## src/rtl/circuit_arb.sv

```systemverilog
// Two-requester round-robin burst arbiter in front of a pipelined datapath.
// In-flight beats are tracked so each result is tagged with its owner.
module circuit_arb #(
    parameter int W   = 32,
    parameter int LAT = 1
) (
    input  logic         clk,
    input  logic         rst,
    input  logic         s0_valid,
    input  logic [W-1:0] s0_x,
    input  logic         s0_last,
    output logic         s0_ready,
    input  logic         s1_valid,
    input  logic [W-1:0] s1_x,
    input  logic         s1_last,
    output logic         s1_ready,
    output logic         c_en,
    output logic [W-1:0] c_x,
    output logic         c_clr,
    input  logic [W-1:0] c_y,
    output logic         r_valid,
    output logic         r_id,
    output logic [W-1:0] r_y
);
    typedef enum logic [1:0] {IDLE, CLR, BURST, DRAIN} state_t;

    state_t         state;
    logic           ptr;
    logic           grant;
    logic [W-1:0]   cx_q;
    logic [LAT-1:0] trk_v;
    logic [LAT-1:0] trk_id;
    logic [LAT-1:0] trk_v_nxt;
    logic [LAT-1:0] trk_id_nxt;
    logic           g_valid;
    logic           g_ready;
    logic           g_last;
    logic [W-1:0]   g_x;
    logic           beat;

    always_comb begin
        g_valid = s0_valid;
        g_ready = s0_ready;
        g_last  = s0_last;
        g_x     = s0_x;
        if (grant) begin
            g_valid = s1_valid;
            g_ready = s1_ready;
            g_last  = s1_last;
            g_x     = s1_x;
        end
    end

    assign beat = g_valid & g_ready;
    assign c_en = beat;
    assign c_x  = beat ? g_x : cx_q;

    // Stage 0 receives the current beat; stage LAT-1 is the result stage.
    assign trk_v_nxt  = (trk_v << 1) | LAT'(beat);
    assign trk_id_nxt = (trk_id << 1) | LAT'(beat & grant);

    assign r_valid = trk_v[LAT-1];
    assign r_id    = trk_id[LAT-1];
    assign r_y     = c_y;

    always_ff @(posedge clk or posedge rst) begin
        if (rst) begin
            state    <= IDLE;
            ptr      <= 1'b0;
            grant    <= 1'b0;
            c_clr    <= 1'b0;
            s0_ready <= 1'b0;
            s1_ready <= 1'b0;
            cx_q     <= '0;
            trk_v    <= '0;
            trk_id   <= '0;
        end else begin
            trk_v  <= trk_v_nxt;
            trk_id <= trk_id_nxt;
            c_clr  <= 1'b0;
            if (beat) cx_q <= g_x;
            unique case (state)
                IDLE: begin
                    if (s0_valid | s1_valid) begin
                        grant <= (s0_valid & s1_valid) ? ptr : s1_valid;
                        c_clr <= 1'b1;
                        state <= CLR;
                    end
                end
                CLR: begin
                    s0_ready <= ~grant;
                    s1_ready <= grant;
                    state    <= BURST;
                end
                BURST: begin
                    if (beat & g_last) begin
                        ptr      <= ~grant;
                        s0_ready <= 1'b0;
                        s1_ready <= 1'b0;
                        state    <= DRAIN;
                    end
                end
                DRAIN: begin
                    // Leave as the final result is presented.
                    if (trk_v_nxt == '0) state <= IDLE;
                end
                default: state <= IDLE;
            endcase
        end
    end
endmodule

```

## config.mk

```make
export PLATFORM = sky130hd
export DESIGN_NAME = circuit_arb
export DESIGN_NICKNAME = d
export VERILOG_FILES = /design/src/rtl/circuit_arb.sv
export SDC_FILE = /design/constraint.sdc
export NUM_CORES = 1
export LEC_CHECK = 0
export BUFFER_PORTS_ARGS = -buffer_cell sky130_fd_sc_hd__clkbuf_2
export CORE_UTILIZATION = 36
export DETAILED_ROUTE_END_ITERATION = 10
export GPL_TIMING_DRIVEN = 0
export HOLD_SLACK_MARGIN = 0.02
export PLACE_DENSITY = 0.77
export SYNTH_ARGS = -nofsm -noshare
export SYNTH_HDL_FRONTEND = slang
export SYNTH_SLANG_ARGS = --single-unit
```

## constraint.sdc

```tcl
create_clock -name clk -period 1.6 [get_ports clk]
set_input_delay 0.08 -clock clk [delete_from_list [all_inputs] [get_ports clk]]
set_output_delay 0.08 -clock clk [all_outputs]
set_load 0.01 [all_outputs]
```

**Yosys cells after proc, flatten, opt, wreduce, memory -nomap -nowiden**

Index checks and enable logic that the tools add are counted.

- Bits in latches: 0
- Output and inout port bits: 70
- ROM bits: 0
- Memories kept: 0
- Bits of input ports: 102
- Bits in writable memories: 0
- Register bits after elaboration: 41

- $add $sub $neg: 0
- Order comparisons: 0
- Muxes and demuxes: 15
- Reductions and logical operators: 6
- Divide/modulo/power cells: 0
- $mul: 0
- Equal/unequal tests: 6
- Shift operators: 0
- Bitwise logic cells: 6

Operators by type and width:

| operator | number |
|---|---|
| 32-bit two-way mux | 2 |
| 2-bit case mux with 4 select lines | 1 |
| 1-bit two-way mux | 7 |
| 2-bit two-way mux | 3 |
| 2-bit != test (second input constant) | 3 |
| 2-bit AND reduction | 3 |
| 1-bit bitwise AND | 4 |
| 2-bit equality test (second input constant) | 2 |
| 1-bit case mux with 2 select lines | 2 |
| 3-bit AND reduction | 1 |
| 2-bit by 1-bit equality test with 1-bit output (second input constant) | 1 |
| 2-bit zero test | 1 |
| 2-bit nonzero test | 1 |
| 1-bit inverter | 1 |
| 1-bit bitwise OR | 1 |

**Logic depth before layout (Yosys ltp)**

- Depth after elaboration: 5
- Depth in mapped cells: 8
- Mapped depth without buffers: 6

**Least setup slack after synthesis**

No wires, ideal clock.

- Path type: flip-flop to flip-flop
- From: register grant
- To: register cx_q[25]
- Arrival: 1.575 ns
- Stages on the path, launching flop included: 8
- Setup slack: -0.097 ns
- Required time: 1.478 ns
- Path through: dfrtp_1 > buf_6 > and3_4 > or2_0 > buf_2 > buf_4 > buf_2 > a21oi_1

- Word-level cells in the longest chain between the ends: 3

Ends and longest elaborated chain:

| what | line | source |
|---|---|---|
| start, declared | 29 | `logic grant;` |
| start signal, assigned | 85 | `grant <= (s0_valid & s1_valid) ? ptr : s1_valid;` |
| 1-bit two-way mux | 46 | `if (grant) begin` |
| 1-bit bitwise AND (*) | 54 | `assign beat = g_valid & g_ready;` |
| named net c_en | 17 | `output logic c_en,` |
| 32-bit two-way mux (*) | - |  |
| named net c_x[25] | 18 | `output logic [W-1:0] c_x,` |
| end signal, assigned | 81 | `if (beat) cx_q <= g_x;` |
| end, declared | 30 | `logic [W-1:0] cx_q;` |

Mark *: on every way through the listed nets, which the timed path passes. The rest lies on a longest branch.
A chain may end at the register's enable or synchronous reset.

**Worst setup path after layout**

- From: register grant
- To: output port c_x[15]

- Word-level cells in the longest chain between the ends: 3

Ends and longest elaborated chain:

| what | line |
|---|---|
| 1-bit two-way mux | 46 |
| 1-bit bitwise AND | 54 |
| 32-bit two-way mux (*) | - |
| end, declared | 18 |

Mark *: on every way between the ends. The rest lies on a longest branch, timed or not.

==> metrics.txt <==
post-detailed-routing wire length 6.21 mm; antenna-violating nets left 0; global routing met1 resource utilization 20.5%; flip-flop and latch count after synthesis 41; pwr dens 1940 mW/mm^2; number of CTS-inserted buffers 5; most common cell after layout, fill and taps aside sky130_fd_sc_hd__clkbuf_2; met3 usage in global routing 4.00%; Avg Synthesized Cell Area 10.1 sq um; number of failing hold endpoints at the final stage 0; total I/O pin count 172; number of distinct library cell variants in the gate-level netlist after synthesis 24; met2 track demand over resource in global routing 32.7%; maximum achievable frequency 504 MHz; average wire per standard cell 13.8 um; min Tclk post-route 1.98 ns; worst setup timing slack at the placement stage -0.314 ns; Avg Vias per Cell 4.65; routed via count 2093; maximum number of pins on one net before global-route repair 42; Leakage 1.95 nW; max-capacitance violation count 0; area used by multi-input combinational logic 0.00134 sq mm; result of the run finished, violations left; Yosys warning count 0; Slew Limit Headroom 43.6%; kind of start point of the critical path flop; CP Class reg -> out; final critical-path share of the clock period 124%; crit end category primary output; number of port buffers 139; Die Wd 79.8 um; dpl hpwl 4.04 mm; Post-Synthesis Cell Area 0.00218 sq mm; Net Count, Synth 322; placeable core area 0.00568 sq mm; total power consumption of the routed design 7.79 mW; Final setup viols 40; placer's final routability congestion estimate 0.725; Worst Tran Pin Value 0.845 ns; endpoint required time on the critical path 1.52 ns; total count of max-transition violations in the final report 0; area of the die 0.00637 sq mm; number of levels the H-tree was split into 2; Starting Density 38.4%; clock tree from TritonCTS yes; Clock Pin Slew Worst Setup and Hold Paths 0.08 ns; layout cells sized above 1 72.0%; area of all sequential standard cells 0.00103 sq mm; layout-stage area growth over the synthesis result 84.0%; setup slack of the critical path after layout -0.383 ns; post-route clock skew 0.00772 ns; latest clock arrival within the worst-skew pair 0.29 ns; Detailed Route Iter0 Violations 25; number of remaining DRC errors 0; maximum number of buffers from clock root to sink 2; antenna violations before repair 0; violated checks setup timing; count of fill cells added during filler insertion 426; Worst Path Arrival 1.90 ns; Syn Inst Count 215; final antenna diode count 0; highest-count cells in the layout ignoring fill and taps sky130_fd_sc_hd__clkbuf_2, sky130_fd_sc_hd__buf_4, sky130_fd_sc_hd__dfrtp_1; GRT Residual Overflow 0; fin util 70.6%; global-route wire length before repair 8.67 mm; detailed-router iteration count before antenna repair 5; maximum fanout along the worst path 10; via count of the first global-routing pass 1939; Top Usage Layer GRT met2; worst min-delay path class in -> reg; setup repair after global routing missed its margin yes; Total Routing Usage GR 17.8%; sequential element share of the synthesized area 47.1%; maximum resistive drop on vdd 0.946 mV; fin nets 484; std cell rows 27; sinks on the clock net 41; CTS Root Buffer Type sky130_fd_sc_hd__clkbuf_8; die height 79.8 um
cell type report:
| type | count | area share (%) |
|---|---|---|
| Clock buffer | 7 | 2.15 |
| Buffer | 44 | 9.87 |
| Clock inverter | 1 | 0.749 |
| Multi-Input combinational cell | 126 | 33.4 |
| Inverter | 4 | 0.375 |
| Sequential cell | 41 | 25.6 |
| Tap cell | 72 | 2.25 |
| Timing Repair Buffer | 155 | 25.6 |
cell usage after synthesis, drive strengths merged:
cell | number | area (sq um)
a211oi | 1 | 12.5
a21oi | 34 | 170
a221oi | 1 | 15.0
a22oi | 1 | 7.51
a2bb2oi | 1 | 8.76
a31oi | 1 | 6.26
and3 | 1 | 11.3
and3b | 1 | 8.76
buf | 39 | 284
clkbuf | 5 | 18.8
dfrtp | 41 | 1030
ha | 5 | 62.6
inv | 4 | 15.0
mux2 | 1 | 11.3
mux2i | 33 | 330
nand2 | 4 | 15.0
nor2 | 35 | 131
nor3b | 1 | 7.51
o21a | 1 | 7.51
o21ai | 3 | 15.0
o31ai | 1 | 7.51
or2 | 1 | 6.26
state kept, by name (all words and copies together), names as in the netlist:
signal and flops:
cx_q 32, r_id 1, c_clr 1, ptr 1, s0_ready 1, s1_ready 1
state 2, grant 1, r_valid 1
cell families (layout without fill, tap and decap cells):
logic type | after synthesis | after routing | share of synthesized area [%]
compound gates | 44 | 44 | 11.5
fa+ha+maj | 5 | 5 | 2.87
buf+inv | 48 | 211 | 14.6
flops | 41 | 41 | 47.1
mux | 34 | 34 | 15.7
simple gates | 43 | 43 | 8.27
final timing paths:
kind	startpoint	end	slack, ns	depth (start not counted)
setup / recovery	grant	c_x[15]	-0.38	8
hold / removal	s0_valid	c_clr	0.06	2
setup reg to reg	grant	state[1]	-0.33	8
hold reg to reg	ptr	ptr	0.53	2
max in group asynchronous	rst	cx_q[23]	0.56	3
min in group asynchronous	rst	cx_q[3]	0.50	3
per-stage QoR:
stage | std cells | cell area [sq um] | setup TNS, ns | hold WS [ns]
floorplan | 215 | 2220 | -2.02 | 0.177
global placement | 426 | 3010 | -10.94 | 0.316
detailed placement | 426 | 3010 | -12.40 | 0.290
CTS | 441 | 3580 | -12.71 | 0.0374
global route | 450 | 4010 | -15.61 | 0.0730
finish | 450 | 4010 | -12.81 | 0.0585
routing by layer:
layer / up-vias / routed length (um) / part of all wire, %
li1: 1015 / - / -
met2: 111 / 3250 / 52
met1: 961 / 2490 / 40
met5: - / 0 / 0
met3: 6 / 404 / 6.5
met4: 0 / 64 / 1.0
worst max-delay path, stage by stage (launching register included):
cell                      delay, ns
sky130_fd_sc_hd__dfrtp_1       0.40
sky130_fd_sc_hd__buf_6         0.13
sky130_fd_sc_hd__and3_4        0.14
sky130_fd_sc_hd__or2_1         0.22
sky130_fd_sc_hd__buf_6         0.14
sky130_fd_sc_hd__buf_12        0.14
sky130_fd_sc_hd__buf_12        0.16
sky130_fd_sc_hd__a21oi_4       0.15
sky130_fd_sc_hd__buf_6         0.12
repair_timing:
action	in CTS	in global routing
cloned	0	3
gates resized for setup	92	97
endpoints found under the hold margin	42	0
hold buffers	2	0
buffers inserted	5	6
pin swaps	1	4
setup endpoints to repair	67	63
power breakdown:
part / switching [mW] / internal (mW) / total [mW]
clock network: 0.340 / 0.509 / 0.848
registers: 0.290 / 1.54 / 1.83
logic: 2.48 / 2.63 / 5.12
total: 3.12 / 4.68 / 7.79
(Power assumes the default switching activity.)
